## config.mk

```make
export PLATFORM = sky130hd
export DESIGN_NAME = spi_xfer_sequencer
export DESIGN_NICKNAME = d
export VERILOG_FILES = /design/src/rtl/spi_xfer_sequencer.sv
export SDC_FILE = /design/constraint.sdc
export NUM_CORES = 1
export LEC_CHECK = 0
export CAP_MARGIN = 20
export CORE_MARGIN = 2
export CORE_UTILIZATION = 40
export DETAILED_ROUTE_END_ITERATION = 8
export PLACE_DENSITY = 0.72
export SYNTH_ARGS = -nofsm -noshare
export SYNTH_HDL_FRONTEND = slang
export SYNTH_SLANG_ARGS = --single-unit
```

## constraint.sdc

```tcl
create_clock -name clk_1x -period 14.55 [get_ports clk_1x]
set_input_delay 4.365 -clock clk_1x [delete_from_list [all_inputs] [get_ports clk_1x]]
set_output_delay 4.365 -clock clk_1x [all_outputs]
set_load 0.02 [all_outputs]
```

## src/rtl/spi_xfer_sequencer.sv

```systemverilog
// Drives an SPI core's control port through one full-duplex word transfer: poll TRDY,
// write txdata, poll RRDY, read rxdata, then hand the received word back on a response port.
module spi_xfer_sequencer #(
  parameter int unsigned STROBE_CYCLES = 2,
  parameter int unsigned POLL_LIMIT    = 1023
) (
  input  logic        clk_1x,
  input  logic        rst_1x,
  input  logic        req_valid,
  output logic        req_ready,
  input  logic [31:0] req_txdata,
  output logic        rsp_valid,
  input  logic        rsp_ready,
  output logic [31:0] rsp_rxdata,
  output logic        rsp_error,
  output logic        spi_rden,
  output logic        spi_wren,
  output logic [2:0]  spi_address,
  output logic [31:0] spi_writedata,
  input  logic [31:0] spi_readdata
);

  localparam logic [2:0]  StrobeLen = 3'(STROBE_CYCLES);
  localparam logic [15:0] PollMax   = 16'(POLL_LIMIT);

  localparam logic [2:0] AddrRxdata = 3'd0;
  localparam logic [2:0] AddrTxdata = 3'd1;
  localparam logic [2:0] AddrStatus = 3'd2;

  typedef enum logic [3:0] {
    StIdle,
    StTpoll,
    StTchk,
    StTxwr,
    StRpoll,
    StRchk,
    StRxrd,
    StRxcap,
    StResp
  } state_e;

  state_e      state_q;
  logic [2:0]  cnt_q;
  logic [15:0] poll_cnt_q;
  logic [31:0] tx_q;

  always_ff @(posedge clk_1x or posedge rst_1x) begin
    if (rst_1x) begin
      state_q       <= StIdle;
      cnt_q         <= 3'd0;
      poll_cnt_q    <= 16'd0;
      tx_q          <= 32'd0;
      req_ready     <= 1'b0;
      rsp_valid     <= 1'b0;
      rsp_rxdata    <= 32'd0;
      rsp_error     <= 1'b0;
      spi_rden      <= 1'b0;
      spi_wren      <= 1'b0;
      spi_address   <= 3'd0;
      spi_writedata <= 32'd0;
    end else begin
      unique case (state_q)
        StIdle: begin
          if (req_valid && req_ready) begin
            tx_q        <= req_txdata;
            req_ready   <= 1'b0;
            poll_cnt_q  <= 16'd0;
            spi_address <= AddrStatus;
            state_q     <= StTpoll;
          end else begin
            req_ready <= 1'b1;
          end
        end

        // Poll states spend one lead-in cycle with the status address set before strobing.
        StTpoll, StRpoll: begin
          if (!spi_rden) begin
            spi_rden <= 1'b1;
            cnt_q    <= 3'd1;
          end else if (cnt_q == StrobeLen) begin
            spi_rden   <= 1'b0;
            poll_cnt_q <= poll_cnt_q + 16'd1;
            state_q    <= (state_q == StTpoll) ? StTchk : StRchk;
          end else begin
            cnt_q <= cnt_q + 3'd1;
          end
        end

        StTchk: begin
          if (spi_readdata[6]) begin
            spi_wren      <= 1'b1;
            spi_address   <= AddrTxdata;
            spi_writedata <= tx_q;
            cnt_q         <= 3'd1;
            state_q       <= StTxwr;
          end else if (poll_cnt_q == PollMax) begin
            rsp_valid  <= 1'b1;
            rsp_error  <= 1'b1;
            rsp_rxdata <= 32'd0;
            state_q    <= StResp;
          end else begin
            state_q <= StTpoll;
          end
        end

        // Write strobe, then one idle cycle before the receive poll begins.
        StTxwr: begin
          if (spi_wren) begin
            if (cnt_q == StrobeLen) begin
              spi_wren <= 1'b0;
            end else begin
              cnt_q <= cnt_q + 3'd1;
            end
          end else begin
            spi_address <= AddrStatus;
            poll_cnt_q  <= 16'd0;
            state_q     <= StRpoll;
          end
        end

        StRchk: begin
          if (spi_readdata[7]) begin
            spi_rden    <= 1'b1;
            spi_address <= AddrRxdata;
            cnt_q       <= 3'd1;
            state_q     <= StRxrd;
          end else if (poll_cnt_q == PollMax) begin
            rsp_valid  <= 1'b1;
            rsp_error  <= 1'b1;
            rsp_rxdata <= 32'd0;
            state_q    <= StResp;
          end else begin
            state_q <= StRpoll;
          end
        end

        StRxrd: begin
          if (cnt_q == StrobeLen) begin
            spi_rden <= 1'b0;
            state_q  <= StRxcap;
          end else begin
            cnt_q <= cnt_q + 3'd1;
          end
        end

        StRxcap: begin
          rsp_rxdata <= spi_readdata;
          rsp_error  <= 1'b0;
          rsp_valid  <= 1'b1;
          state_q    <= StResp;
        end

        StResp: begin
          if (rsp_ready) begin
            rsp_valid <= 1'b0;
            req_ready <= 1'b1;
            state_q   <= StIdle;
          end
        end

        default: state_q <= StIdle;
      endcase
    end
  end

endmodule

```

==> reports/qor.txt <==
Adder-Cell Fraction of Synth Area: 0.6789%
Deepest clock path buffer count: 2
Die Ht: 121.6 um
Drt drc: 0
DR vias: 4307
First-pass GRT wire length: 21000 um
F_max: 0.1579 GHz
Crit share post-route: 43.53%
Post-synth top area share: 57.03%
Post-Synthesis Cell Area: 0.005529 mm2
Gate count of the mapped netlist: 505
XOR/XNOR Fraction of Synth Area: 0.1584%
NetSw: 617.4 uW
Largest family of logic cells by synthesized area: simple AND/OR/NAND/NOR gates
Count leader, synth: dfrtp_1
Htree depth: 4
Post-synthesis sequential area ratio: 57.03%
Hold Path Class: flip-flop to flip-flop
Main synth FF type: dfrtp_1
Post-synth ARST share: 100.0%
Critical Path RT: 14.79 ns
Period minus WS final: 6.334 ns
Nets: 708
Vias in the first global route: 4293
Register share of total power: 35.3%
Average size of a mapped cell: 10.95 um2
Worst-path fanout max: 34
Clock share of power: 25.0%
RSZ-0062 raised after global routing: no
Post-CTS resize count: 0
Starting DRC count in detailed routing: 186
Complex-gate fraction of the synthesized area: 11.47%
Sw frac: 35.16%
Worst-margin pin slew: 1.023 ns
Clk_lat worst skew: 0.42 ns
EDFF count, synth: 0
Drt first pass iters: 4
Distinct cells, synth: 53
Setup_tns: 0 ns
Clk slew on worst S/H paths: 0.05 ns
LEAKAGE: 3.254 nW
# placed instances: 793
Final hold vios: 0
Status: completed
Routed vias/inst: 5.214
Clock skew: 0.006073 ns
Gr usage total: 18.20%
PD cells: 229.5 mW/mm2
Antenna violations before repair: 0
Worst setup EP type: flip-flop
Post-route ant nets: 0
Area Growth Syn to Fin: 38.36%
Number of diodes: 0
Mux contribution to synthesized area: 13.03%
Core area: 0.01335 mm2
Final setup viols: 0
Die width: 121.6 um
Leading area contributor after synthesis: dfrtp_1
Num ports: 140
CP Class: primary input to flip-flop
Net count after synthesis: 576
Register bit count reported by yosys: 126
Clock Tree Root: clkbuf_16
Final core utilization: 57.31%
Non-filler instance count after layout: 826
Number of CTS-inserted buffers: 17
PortBufs: 138
Gpl congestion: 0.8552
Initial Utilization: 41.42%
Post-synth top cells: dfrtp_1, nand2_1, mux2_2, o21ai_0, nor2_1
Top cells by area, synth: dfrtp_1, mux2_2, nand2_1
Hold_buf cts: 0
Yosys warnings: 0
Worst VDD drop: 0.0001277 V
TritonCTS clock tree: done
Dpl hpwl: 8751 um
Simple-gate portion of the synthesized area: 13.78%
Worst setup SP type: primary input
Slew margin rel.: 31.81%
GR Overflow Total: 0
Die area: 0.01478 mm2
WL/cell: 15.50 um
Comb pwr share: 39.7%
Post-CTS setup buffer count: 0
Final slew viol count: 0
P_int: 1.139 mW
Cell Rows: 42
Total wire length: 12800 um
Max Cap Viol: 0
Pin count of the biggest net entering global routing: 69
Worst Path Arrival: 6.57 ns
Fraction of layout cells with a size suffix above 1: 17.08%
Clk sink count: 126
## power groups by stage
stage	clock (mW)	combinational [mW]	sequential (mW)
final	0.439	0.697	0.620
after global routing	0.465	0.762	0.641
after CTS	0.447	0.699	0.621
after detailed placement	0	0.696	0.625
after global placement	0	0.673	0.613
after floorplan	0	0.325	0.702
## layer usage
| metal | GRT usage, % | vias to the layer above | wire length, um |
|---|---|---|---|
| li1 | - | 2040 | - |
| met1 | 22.67 | 2083 | 5417 |
| met2 | 28.13 | 163 | 5870 |
| met3 | 8.006 | 21 | 1281 |
| met4 | 6.825 | 0 | 235 |
| met5 | 0 | - | 0 |
## state kept, by name, summed over array words and instances, names as in the netlist
register and flops:
spi_address 2, poll_cnt_q 16, rsp_valid 1, rsp_rxdata 32, spi_rden 1, rsp_error 1
req_ready 1, tx_q 32, state_q 4, spi_writedata 32, cnt_q 3, spi_wren 1
## worst max-delay path, stage by stage
cell	delay (ns)
clkdlybuf4s50_1	0.42
and2_1	0.20
a211oi_1	0.20
nand4bb_1	0.21
and4_1	0.90
o21ai_0	0.26
## final timing paths
| kind | startpoint | to | slack, ns | cells past startpoint |
|---|---|---|---|---|
| setup reg to reg | state_q[0] | rsp_rxdata[28] | 11.71 | 5 |
| min in group asynchronous | rst_1x | spi_writedata[11] | 4.42 | 2 |
| hold reg to reg | poll_cnt_q[8] | poll_cnt_q[8] | 0.48 | 1 |
| max in group asynchronous | rst_1x | rsp_rxdata[7] | 8.81 | 3 |
| setup / recovery | spi_readdata[7] | rsp_rxdata[28] | 8.22 | 6 |
| hold / removal | poll_cnt_q[8] | poll_cnt_q[8] | 0.48 | 1 |
## stage by stage
step / setup slack (ns) / hold WS (ns) / power (mW) / instance area [um2]
floorplan: 6.829 / 0.4457 / 1.027 / 5529
global placement: 7.920 / 0.4703 / 1.286 / 6988
detailed placement: 7.770 / 0.4843 / 1.320 / 7003
CTS: 8.212 / 0.4949 / 1.767 / 7625
global route: 8.041 / 0.5086 / 1.868 / 7650
finish: 8.216 / 0.4842 / 1.756 / 7650
## area by class of cell
type	instances	area (um2)
timing repair buffer	143	1444
inverter	11	43.79
fill	1143	5698
clock buffer	17	425.4
sequential	126	3153
clock inverter	15	196.4
tap	176	220.2
multi-input combinational	338	2167
## placed cells by master (no fill, tap or decap), types with 4 or more instances in the layout
| master | Yosys | final |
|---|---|---|
| dfrtp_1 | 126 | 126 |
| inv_1 | 11 | 10 |
| o21ai_1 | 9 | 9 |
| clkdlybuf4s50_1 | 0 | 138 |
| mux2_2 | 64 | 64 |
| clkinvlp_4 | 0 | 4 |
| nand2_1 | 91 | 91 |
| and3_1 | 6 | 6 |
| a31oi_1 | 9 | 9 |
| bufinv_16 | 0 | 4 |
| o22ai_1 | 4 | 4 |
| clkbuf_16 | 0 | 18 |
| nor3_1 | 6 | 6 |
| nor2_1 | 20 | 20 |
| nand3_1 | 7 | 7 |
| nand4_1 | 4 | 4 |
| clkinv_2 | 0 | 4 |
| o21ai_0 | 58 | 58 |
| a21oi_1 | 7 | 7 |
| o31ai_1 | 5 | 5 |
## kinds of logic (layout without fill, tap and decap cells)
family	count (synthesis)	after routing
multiplexers	64	64
AND/OR/NAND/NOR	161	161
adder cells (fa/ha/maj)	3	3
other	1	1
flip-flops	126	126
XOR/XNOR	1	1
AO/OA/AOI/OAI	108	108
buffers and inverters	41	186
No activity file was read; power rests on OpenSTA's default activity.
